<file path="config.mk">
export PLATFORM = sky130hd
export DESIGN_NAME = uart_loader_flat
export DESIGN_NICKNAME = d
export VERILOG_FILES = /design/src/rtl/uart_loader_if.sv /design/src/rtl/uart_loader.sv /design/src/flat_wrapper.sv
export SDC_FILE = /design/constraint.sdc
export NUM_CORES = 1
export LEC_CHECK = 0
export CAP_MARGIN = 20
export CORE_ASPECT_RATIO = 0.75
export CORE_MARGIN = 8
export CORE_UTILIZATION = 25
export CTS_CLUSTER_SIZE = 8
export DETAILED_ROUTE_END_ITERATION = 8
export GPL_ROUTABILITY_DRIVEN = 0
export GPL_TIMING_DRIVEN = 0
export PLACE_DENSITY = 0.43
export REMOVE_ABC_BUFFERS = 1
export SLEW_MARGIN = 20
export SYNTH_ARGS = -nofsm -noshare
export SYNTH_HDL_FRONTEND = slang
export SYNTH_SLANG_ARGS = --single-unit
</file>
<file path="constraint.sdc">
create_clock -name clk -period 4.94 [get_ports clk]
set_input_delay 0.988 -clock clk [delete_from_list [all_inputs] [get_ports clk]]
set_output_delay 0.988 -clock clk [all_outputs]
set_load 0.01 [all_outputs]
</file>
<file path="src/rtl/uart_loader_if.sv">
// Bundle of the loader's UART FIFO, memory-write and go/status signals.
// Latency: none (wiring only).
// Backpressure: rx_pop/rx_ack, tx_available/tx_ack and mem_valid/mem_ready handshakes.
interface uart_loader_if;
    logic [7:0]  rx_data;
    logic        rx_pop;
    logic        rx_ack;
    logic        tx_available;
    logic [7:0]  tx_data;
    logic        tx_ack;
    logic        mem_valid;
    logic [31:0] mem_addr;
    logic [31:0] mem_wdata;
    logic [3:0]  mem_wstrb;
    logic        mem_ready;
    logic        go_valid;
    logic [31:0] go_addr;
    logic        busy;

    // Loader side.
    modport master (
        input  rx_data, rx_ack, tx_ack, mem_ready,
        output rx_pop, tx_available, tx_data, mem_valid, mem_addr, mem_wdata,
               mem_wstrb, go_valid, go_addr, busy
    );

    // UART FIFO / memory / core side.
    modport slave (
        output rx_data, rx_ack, tx_ack, mem_ready,
        input  rx_pop, tx_available, tx_data, mem_valid, mem_addr, mem_wdata,
               mem_wstrb, go_valid, go_addr, busy
    );
endinterface

</file>
<file path="src/rtl/uart_loader.sv">
// Serial program loader: decodes WRITE/GO frames from the UART RX FIFO into byte writes and a go pulse.
// Latency: one byte per rx_ack; each payload byte costs >=2 cycles (DATA + WRITE); reply one cycle after last byte.
// Backpressure: rx_pop drops while writing or replying; write and reply hold stable until mem_ready / tx_ack.
module uart_loader #(
    parameter int unsigned TIMEOUT_CYCLES = 1000000
) (
    input  logic          clk,
    input  logic          rst,
    uart_loader_if.master bus
);
    localparam int unsigned TW = (TIMEOUT_CYCLES > 2) ? $clog2(TIMEOUT_CYCLES) : 1;

    typedef enum logic [2:0] {
        S_IDLE, S_ADDR, S_LEN, S_DATA, S_WRITE, S_CSUM, S_REPLY, S_GO
    } state_t;

    state_t        state_q, state_d;
    logic          kind_go_q, kind_go_d;   // 1: GO frame, 0: WRITE or rejected byte
    logic [31:0]   addr_q, addr_d;
    logic [15:0]   len_q, len_d;           // payload bytes still to write
    logic [1:0]    idx_q, idx_d;           // byte index inside ADDR / LEN fields
    logic [7:0]    byte_q, byte_d;
    logic [7:0]    csum_q, csum_d;
    logic [7:0]    tx_q, tx_d;
    logic [TW-1:0] tmo_q, tmo_d;
    logic [31:0]   go_addr_q, go_addr_d;

    logic pop_st, counting, rx_take, timed_out;

    assign pop_st   = (state_q == S_IDLE) || (state_q == S_ADDR) || (state_q == S_LEN) ||
                      (state_q == S_DATA) || (state_q == S_CSUM);
    // The inter-byte timer only runs where we wait on the sender, never while we stall ourselves.
    assign counting = (state_q == S_ADDR) || (state_q == S_LEN) ||
                      (state_q == S_DATA) || (state_q == S_CSUM);
    assign rx_take  = bus.rx_ack && pop_st;

    // Next-state, field capture and inter-byte timeout.
    always_comb begin
        state_d   = state_q;
        kind_go_d = kind_go_q;
        addr_d    = addr_q;
        len_d     = len_q;
        idx_d     = idx_q;
        byte_d    = byte_q;
        csum_d    = csum_q;
        tx_d      = tx_q;
        go_addr_d = go_addr_q;
        tmo_d     = '0;
        timed_out = 1'b0;

        // A byte in the same cycle as expiry wins: rx_take keeps the counter at zero.
        if (counting && !rx_take) begin
            if (tmo_q == TW'(TIMEOUT_CYCLES - 1)) begin
                timed_out = 1'b1;
            end else begin
                tmo_d = tmo_q + TW'(1);
            end
        end

        case (state_q)
            S_IDLE: begin
                if (rx_take) begin
                    idx_d = 2'd0;
                    if (bus.rx_data == 8'h57) begin
                        kind_go_d = 1'b0;
                        state_d   = S_ADDR;
                    end else if (bus.rx_data == 8'h47) begin
                        kind_go_d = 1'b1;
                        state_d   = S_ADDR;
                    end else begin
                        kind_go_d = 1'b0;
                        tx_d      = 8'h3F;
                        state_d   = S_REPLY;
                    end
                end
            end
            S_ADDR: begin
                if (rx_take) begin
                    addr_d[{idx_q, 3'b000} +: 8] = bus.rx_data;
                    idx_d = idx_q + 2'd1;
                    if (idx_q == 2'd3) begin
                        if (kind_go_q) begin
                            tx_d    = 8'h06;
                            state_d = S_REPLY;
                        end else begin
                            state_d = S_LEN;
                        end
                    end
                end
            end
            S_LEN: begin
                if (rx_take) begin
                    csum_d = 8'h00;
                    if (idx_q == 2'd0) begin
                        len_d[7:0] = bus.rx_data;
                        idx_d      = 2'd1;
                    end else begin
                        len_d[15:8] = bus.rx_data;
                        idx_d       = 2'd0;
                        state_d     = ({bus.rx_data, len_q[7:0]} == 16'd0) ? S_CSUM : S_DATA;
                    end
                end
            end
            S_DATA: begin
                if (rx_take) begin
                    byte_d  = bus.rx_data;
                    csum_d  = csum_q + bus.rx_data;
                    state_d = S_WRITE;
                end
            end
            S_WRITE: begin
                if (bus.mem_ready) begin
                    addr_d  = addr_q + 32'd1;
                    len_d   = len_q - 16'd1;
                    state_d = (len_q == 16'd1) ? S_CSUM : S_DATA;
                end
            end
            S_CSUM: begin
                if (rx_take) begin
                    tx_d    = (bus.rx_data == csum_q) ? 8'h06 : 8'h15;
                    state_d = S_REPLY;
                end
            end
            S_REPLY: begin
                if (bus.tx_ack) begin
                    if (kind_go_q) begin
                        // Publish the entry address together with the go pulse.
                        go_addr_d = addr_q;
                        state_d   = S_GO;
                    end else begin
                        state_d = S_IDLE;
                    end
                end
            end
            S_GO: begin
                state_d = S_IDLE;
            end
            default: begin
                state_d = S_IDLE;
            end
        endcase

        if (timed_out) begin
            state_d = S_IDLE;
        end
    end

    // State and datapath registers with synchronous reset.
    always_ff @(posedge clk) begin
        if (rst) begin
            state_q   <= S_IDLE;
            kind_go_q <= 1'b0;
            addr_q    <= '0;
            len_q     <= '0;
            idx_q     <= '0;
            byte_q    <= '0;
            csum_q    <= '0;
            tx_q      <= '0;
            tmo_q     <= '0;
            go_addr_q <= '0;
        end else begin
            state_q   <= state_d;
            kind_go_q <= kind_go_d;
            addr_q    <= addr_d;
            len_q     <= len_d;
            idx_q     <= idx_d;
            byte_q    <= byte_d;
            csum_q    <= csum_d;
            tx_q      <= tx_d;
            tmo_q     <= tmo_d;
            go_addr_q <= go_addr_d;
        end
    end

    // Outputs come from registered state only; rst forces all requests low while asserted.
    assign bus.rx_pop       = pop_st && !rst;
    assign bus.tx_available = (state_q == S_REPLY) && !rst;
    assign bus.tx_data      = tx_q;
    assign bus.mem_valid    = (state_q == S_WRITE) && !rst;
    assign bus.mem_addr     = addr_q;
    assign bus.mem_wdata    = {4{byte_q}};
    assign bus.mem_wstrb    = 4'b0001 << addr_q[1:0];
    assign bus.go_valid     = (state_q == S_GO) && !rst;
    assign bus.go_addr      = go_addr_q;
    assign bus.busy         = (state_q != S_IDLE) && !rst;
endmodule

</file>
<file path="src/flat_wrapper.sv">
// flat-port wrapper written by rule: the top's interface ports become plain ports
module uart_loader_flat 
#(
    parameter int unsigned TIMEOUT_CYCLES = 1000000
)
  (clk, rst, bus_rx_data, bus_rx_ack, bus_tx_ack, bus_mem_ready, bus_rx_pop, bus_tx_available, bus_tx_data, bus_mem_valid, bus_mem_addr, bus_mem_wdata, bus_mem_wstrb, bus_go_valid, bus_go_addr, bus_busy);
  uart_loader_if bus_i ();
  input  logic clk;
  input  logic rst;
  input wire logic [$bits(bus_i.rx_data)-1:0] bus_rx_data;
  input wire logic [$bits(bus_i.rx_ack)-1:0] bus_rx_ack;
  input wire logic [$bits(bus_i.tx_ack)-1:0] bus_tx_ack;
  input wire logic [$bits(bus_i.mem_ready)-1:0] bus_mem_ready;
  output wire logic [$bits(bus_i.rx_pop)-1:0] bus_rx_pop;
  output wire logic [$bits(bus_i.tx_available)-1:0] bus_tx_available;
  output wire logic [$bits(bus_i.tx_data)-1:0] bus_tx_data;
  output wire logic [$bits(bus_i.mem_valid)-1:0] bus_mem_valid;
  output wire logic [$bits(bus_i.mem_addr)-1:0] bus_mem_addr;
  output wire logic [$bits(bus_i.mem_wdata)-1:0] bus_mem_wdata;
  output wire logic [$bits(bus_i.mem_wstrb)-1:0] bus_mem_wstrb;
  output wire logic [$bits(bus_i.go_valid)-1:0] bus_go_valid;
  output wire logic [$bits(bus_i.go_addr)-1:0] bus_go_addr;
  output wire logic [$bits(bus_i.busy)-1:0] bus_busy;
  assign bus_i.rx_data = bus_rx_data;
  assign bus_i.rx_ack = bus_rx_ack;
  assign bus_i.tx_ack = bus_tx_ack;
  assign bus_i.mem_ready = bus_mem_ready;
  assign bus_rx_pop = bus_i.rx_pop;
  assign bus_tx_available = bus_i.tx_available;
  assign bus_tx_data = bus_i.tx_data;
  assign bus_mem_valid = bus_i.mem_valid;
  assign bus_mem_addr = bus_i.mem_addr;
  assign bus_mem_wdata = bus_i.mem_wdata;
  assign bus_mem_wstrb = bus_i.mem_wstrb;
  assign bus_go_valid = bus_i.go_valid;
  assign bus_go_addr = bus_i.go_addr;
  assign bus_busy = bus_i.busy;
  uart_loader #(.TIMEOUT_CYCLES(TIMEOUT_CYCLES)) u_core (.clk(clk), .rst(rst), .bus(bus_i));
endmodule
</file>
Word-level counts from Yosys, hierarchy flattened:

Index checks and enable logic that the tools add are counted.

* $add $sub $neg: 6
* equality and inequality tests: 26
* shifts and indexed selects: 3
* multiplexer cells: 46
* bitwise gates (word level): 1
* reductions and logical operators: 37

Operator list (count)
* two-way mux 8 bit: 11
* two-way mux 32 bit: 2
* one-hot mux 32 bit (2 select lines): 1
* two-way mux 3 bit: 15
* adder 32 x 1 -> 32 bit (second input constant): 1
* bitwise mux 32 bit: 1
* two-way mux 16 bit: 2
* one-hot mux 16 bit (2 select lines): 1
* variable shift 8 x 7 -> 32 bit (first input constant): 1
* indexed part select 8 x 7 -> 32 bit: 1
* one-hot mux 3 bit (8 select lines): 1
* one-hot mux 8 bit (3 select lines): 1
* adder 20 x 1 -> 20 bit (second input constant): 1
* == test 20 bit (second input constant): 1
* == test 16 x 1 -> 1 bit (second input constant): 1
* == test 8 x 7 -> 1 bit (second input constant): 2
* zero test 16 bit: 1
* one-hot mux 8 bit (2 select lines): 1
* subtractor 16 x 1 -> 16 bit (second input constant): 1
* inequality test 2 bit (second input constant): 7
* == test 3 bit (second input constant): 4
* inequality test 2 x 1 -> 1 bit (second input constant): 6
* AND reduction 4 bit: 3
* AND reduction 3 bit: 3
* 25 further kinds: 50

* bits in registers: 130
* output and inout bits: 113
* word-level logic and storage cells: 130

Longest topological paths before layout:

* depth in word-level cells: 10
* gate-level depth with buffers: 10
* depth with buffers taken out: 7

Worst setup path before layout:

Ideal clock, no wire load.

* kind: input port to output port
* start: input rst
* end: output bus_go_valid
* arrival: 1667 ps
* required time: 3952 ps
* path slack: 2285 ps
* stages: 3
* cells stage by stage: clkbuf_1 -> buf_1 -> nor3_1

* word-level cells in the longest chain between the ends: 2

RTL lines
* from (decl): line flat_wrapper.sv:9 `input logic rst;`
* zero test 1 bit: line uart_loader.sv:183 `assign bus.go_valid = (state_q == S_GO) && !rst;`
* logical AND 1 bit: line uart_loader.sv:183
* to (decl): line flat_wrapper.sv:21 `output wire logic [$bits(bus_i.go_valid)-1:0] bus_go_valid;`

No other way between the ends.

Worst setup path after layout:

* start: register u_core.state_q[2]
* end: output bus_mem_valid

* word-level cells in the longest chain between the ends: 2

RTL lines
* from (decl): line uart_loader.sv:17 `state_t state_q, state_d;`
* from (signal assigned): line uart_loader.sv:162 `state_q <= state_d;`
* == test 3 bit: line uart_loader.sv:179 `assign bus.mem_valid = (state_q == S_WRITE) && !rst;`
* logical AND 1 bit: line uart_loader.sv:179
* to (decl): line flat_wrapper.sv:17 `output wire logic [$bits(bus_i.mem_valid)-1:0] bus_mem_valid;`

No other way between the ends.

==> metrics <==
status=completed; Rel. slew slack=26.97%; Hold WS=roughly 0.45 ns; Hold Fails Final Rpt=0; DIE AREA=approximately 0.035 sq mm; HPWL Detailed=17.11 mm; Worst R2R End=u_core.bus.mem_addr[27]$_SDFFE_PP0P_; CTS Buf Count=17; CP Capture Type=output pin; initial antenna violation count=0; Final Instance Area=~0.0092 sq mm; Reg2Reg Depth=8; DRT Pass-1 Iters=5; Yosys top cell by area=dfxtp_1; Post-synth EDFFs=0; pre-CTS WS=roughly 1.1 ns; Seq cells post-synth=roughly 130; DR DRC count=0; PostCTS Resize Cnt=0; fraction of registers with async set/reset=0%; WP data required=around 4.0 ns; first-pass GRT wire length=39.67 mm; H-tree levels=4; cts hold-fix bufs=0; final net count=1048; Antenna Nets Post-Route=0; setup ws final=between 0.8 and 0.9 ns; Worst Setup Start Kind=register; Core ar.=around 0.029 sq mm; largest net degree at the start of global routing=77; Critical R2R Launch=u_core.state_q[1]$_SDFFE_PP0P_; clk buf depth=2; postcts setup bufs=0; Root Buffer=clkbuf_16; Post-Syn Area=~0.0072 sq mm; VDD IR max=between 0.2 and 0.3 mV; placed insts=about 1.4k; Seq/Total Area, Yosys=between 30% and 40%; WL/cell=approximately 18 um; Die Wd=212.2 um; Die Y=around 160 um; commonest cells after routing, fill and taps aside=nand2_1 (149), dfxtp_1 (125), clkdlybuf4s50_1 (122), a21oi_1 (102), nor2_1 (83); Filler cells=about 3.1k; post-synthesis adder-cell area fraction=3.571%; Leak=between 2 and 3 nW; I/O Buffers=123; Tightest Pin Transition=about 1.1 ns; synthesized instance count=between 900 and 1k; Layout Skew=roughly 0.0064 ns; Setup-failing EPs final=0; Synth Area in Simple Gates=roughly 27%; Synth Area in XOR/XNOR=around 2.8%; Avg Cell Area, Syn=between 7 and 8 sq um; post-synth cell types=70; Initial Util=between 20 and 30%; hold path start=u_core.tmo_q[0]$_SDFF_PP0_; hold path endpoint=u_core.tmo_q[0]$_SDFF_PP0_; Antenna Cells=0; Slew Limit Fails=0; via count of the routed design=between 7k and 8k; CTS clk-pin slew, worst paths=roughly 0.06 ns; I/O Pins=126; hold depth=1; grt ovf=0; Yosys warnings=0; CTS sink cnt=126; starting DRC count in detailed routing=roughly 520; setup slack, reg-to-reg=between 1.5 and 2 ns; clock insertion delay at the later pin of the skew report=0.43 ns; Max Cap Viol=0; Synth Area in Compound Gates=23.23%; final wirelength=between 20 and 25 mm; Hold Crit Class=reg2reg; fin crit period=~4 ns; crit path DAT=3.13 ns; average via count per standard cell=between 5 and 6; ys flop type=dfxtp_1; vias in the first global route=just under 7k; CTS tree=built; layout cell share with drive strength beyond 1=between 6 and 7%; Yosys top cell area share=34.95%; synth top area cells=dfxtp_1 (35%), nand2_1 (7.7%), a21oi_1 (7.1%), nor2_1 (4.4%), ha_1 (3.3%); fin crit share=between 80% and 90%; RSZ-0062 raised after global routing=false; largest family of logic cells by synthesized area=simple AND/OR/NAND/NOR gates; area added between synthesis and finish=27.39%; Final Non-Filler Cells=1420; Fmax=approximately 240 MHz; worst setup path class=reg2out; mux cell area share after synthesis=less than 1%; Site Rows=54; pwr dens=about 400 mW/mm^2; commonest non-fill, non-tap cell in the layout=nand2_1; Placed Area=~0.0086 sq mm; worst-path maximum fanout=25; Multi-input gate area=about 0.0042 sq mm; GRT Util Overall=14.49%; Sequential Area=between 0.002 and 0.003 sq mm
per-layer routing:
| metal | wire [um] | up-vias | share of wire, % | global-route usage [%] |
|---|---|---|---|---|
| met5 | 0 | - | 0 | 0 |
| met1 | 12850 | 3450 | 52 | 21.26 |
| li1 | - | 3531 | - | - |
| met3 | 1725 | 13 | 6.9 | 4.851 |
| met4 | 188 | 0 | 0.75 | 3.184 |
| met2 | 10150 | 183 | 41 | 19.97 |
state kept, by name, summed over array words and instances (netlist names), 2 cells and up:
name                 flops
u_core.len_q            16
u_core.bus.go_addr      32
u_core.state_q           3
u_core.byte_q            8
u_core.bus.mem_addr     32
u_core.tmo_q            20
u_core.idx_q             2
u_core.bus.tx_data       4
u_core.csum_q            8
cells in the mapped netlist, drive strengths merged (5+ instances only):
library cell	n
nor2b	7
nand2	149
o2bb2ai	5
and3	11
nor3b	6
or4	5
o22ai	8
o41ai	5
clkbuf	54
and2	8
a21o	14
nor2	84
nand2b	7
nand3b	7
and4	8
nand4	23
a31oi	10
a221oi	7
nand3	35
a22oi	7
dfxtp	126
inv	23
or3	8
xnor2	13
ha	19
buf	39
nor3	22
a21oi	102
a211oi	13
o31ai	5
nor4	9
xor2	10
o21ai	42
stage by stage:
stage / setup TNS, ns / util, % / power, W
6_report: 0 / 32.02 / 0.003780
5_1_grt: 0 / 32.02 / 0.004046
4_1_cts: 0 / 31.99 / 0.003817
3_5_place_dp: 0 / 30.04 / 0.002583
3_3_place_gp: -134.72 / 29.53 / 0.002565
2_1_floorplan: 0 / - / 0.002062
critical path, cell delays in order, from the launching register on:
cell	delay, ns
dfxtp_1	0.81
nor3b_2	0.49
buf_4	0.28
buf_6	0.16
buf_4	0.16
nand2b_1	0.10
inv_1	0.13
clkdlybuf4s50_1	0.56
logic make-up (layout without fill, tap and decap cells):
| family | count (synthesis) | in the layout |
|---|---|---|
| AO/OA/AOI/OAI | 262 | 262 |
| XOR/XNOR | 23 | 23 |
| adder cells (fa/ha/maj) | 20 | 20 |
| buffers and inverters | 116 | 188 |
| flip-flops | 126 | 126 |
| multiplexers | 5 | 5 |
| other | 1 | 2 |
| AND/OR/NAND/NOR | 402 | 402 |
how the worst max path moves through the flow:
stage / start / slack (ns) / depth (start not counted) / end
global placement: u_core.state_q[2]$_SDFFE_PP0P_ / -2.98 / 5 / u_core.bus.mem_addr[12]$_SDFFE_PP0P_
floorplan: u_core.state_q[2]$_SDFFE_PP0P_ / 0.37 / 3 / bus_mem_valid
detailed placement: bus_rx_ack / 1.11 / 6 / u_core.bus.mem_addr[14]$_SDFFE_PP0P_
finish: u_core.state_q[2]$_SDFFE_PP0P_ / 0.82 / 7 / bus_mem_valid
CTS: u_core.state_q[2]$_SDFFE_PP0P_ / 0.79 / 7 / bus_mem_valid
global route: u_core.state_q[2]$_SDFFE_PP0P_ / 0.62 / 7 / bus_mem_valid
report_power, final:
group,total (W),leakage (nW),internal [W],switching (W)
clock network,0.00121,0.271,0.000702,0.000503
registers,0.00130,1.02,0.00111,0.000189
logic,0.00128,1.67,0.000524,0.000755
final cells by class:
type / instances / share of cell area [%]
clock buffer: 18 / 4.776
clock inverter: 14 / 1.320
inverter: 23 / 0.9389
multi-input combinational: 714 / 45.33
sequential: 126 / 27.45
tap: 392 / 5.334
timing repair buffer: 133 / 14.86
(Power assumes the default switching activity.)
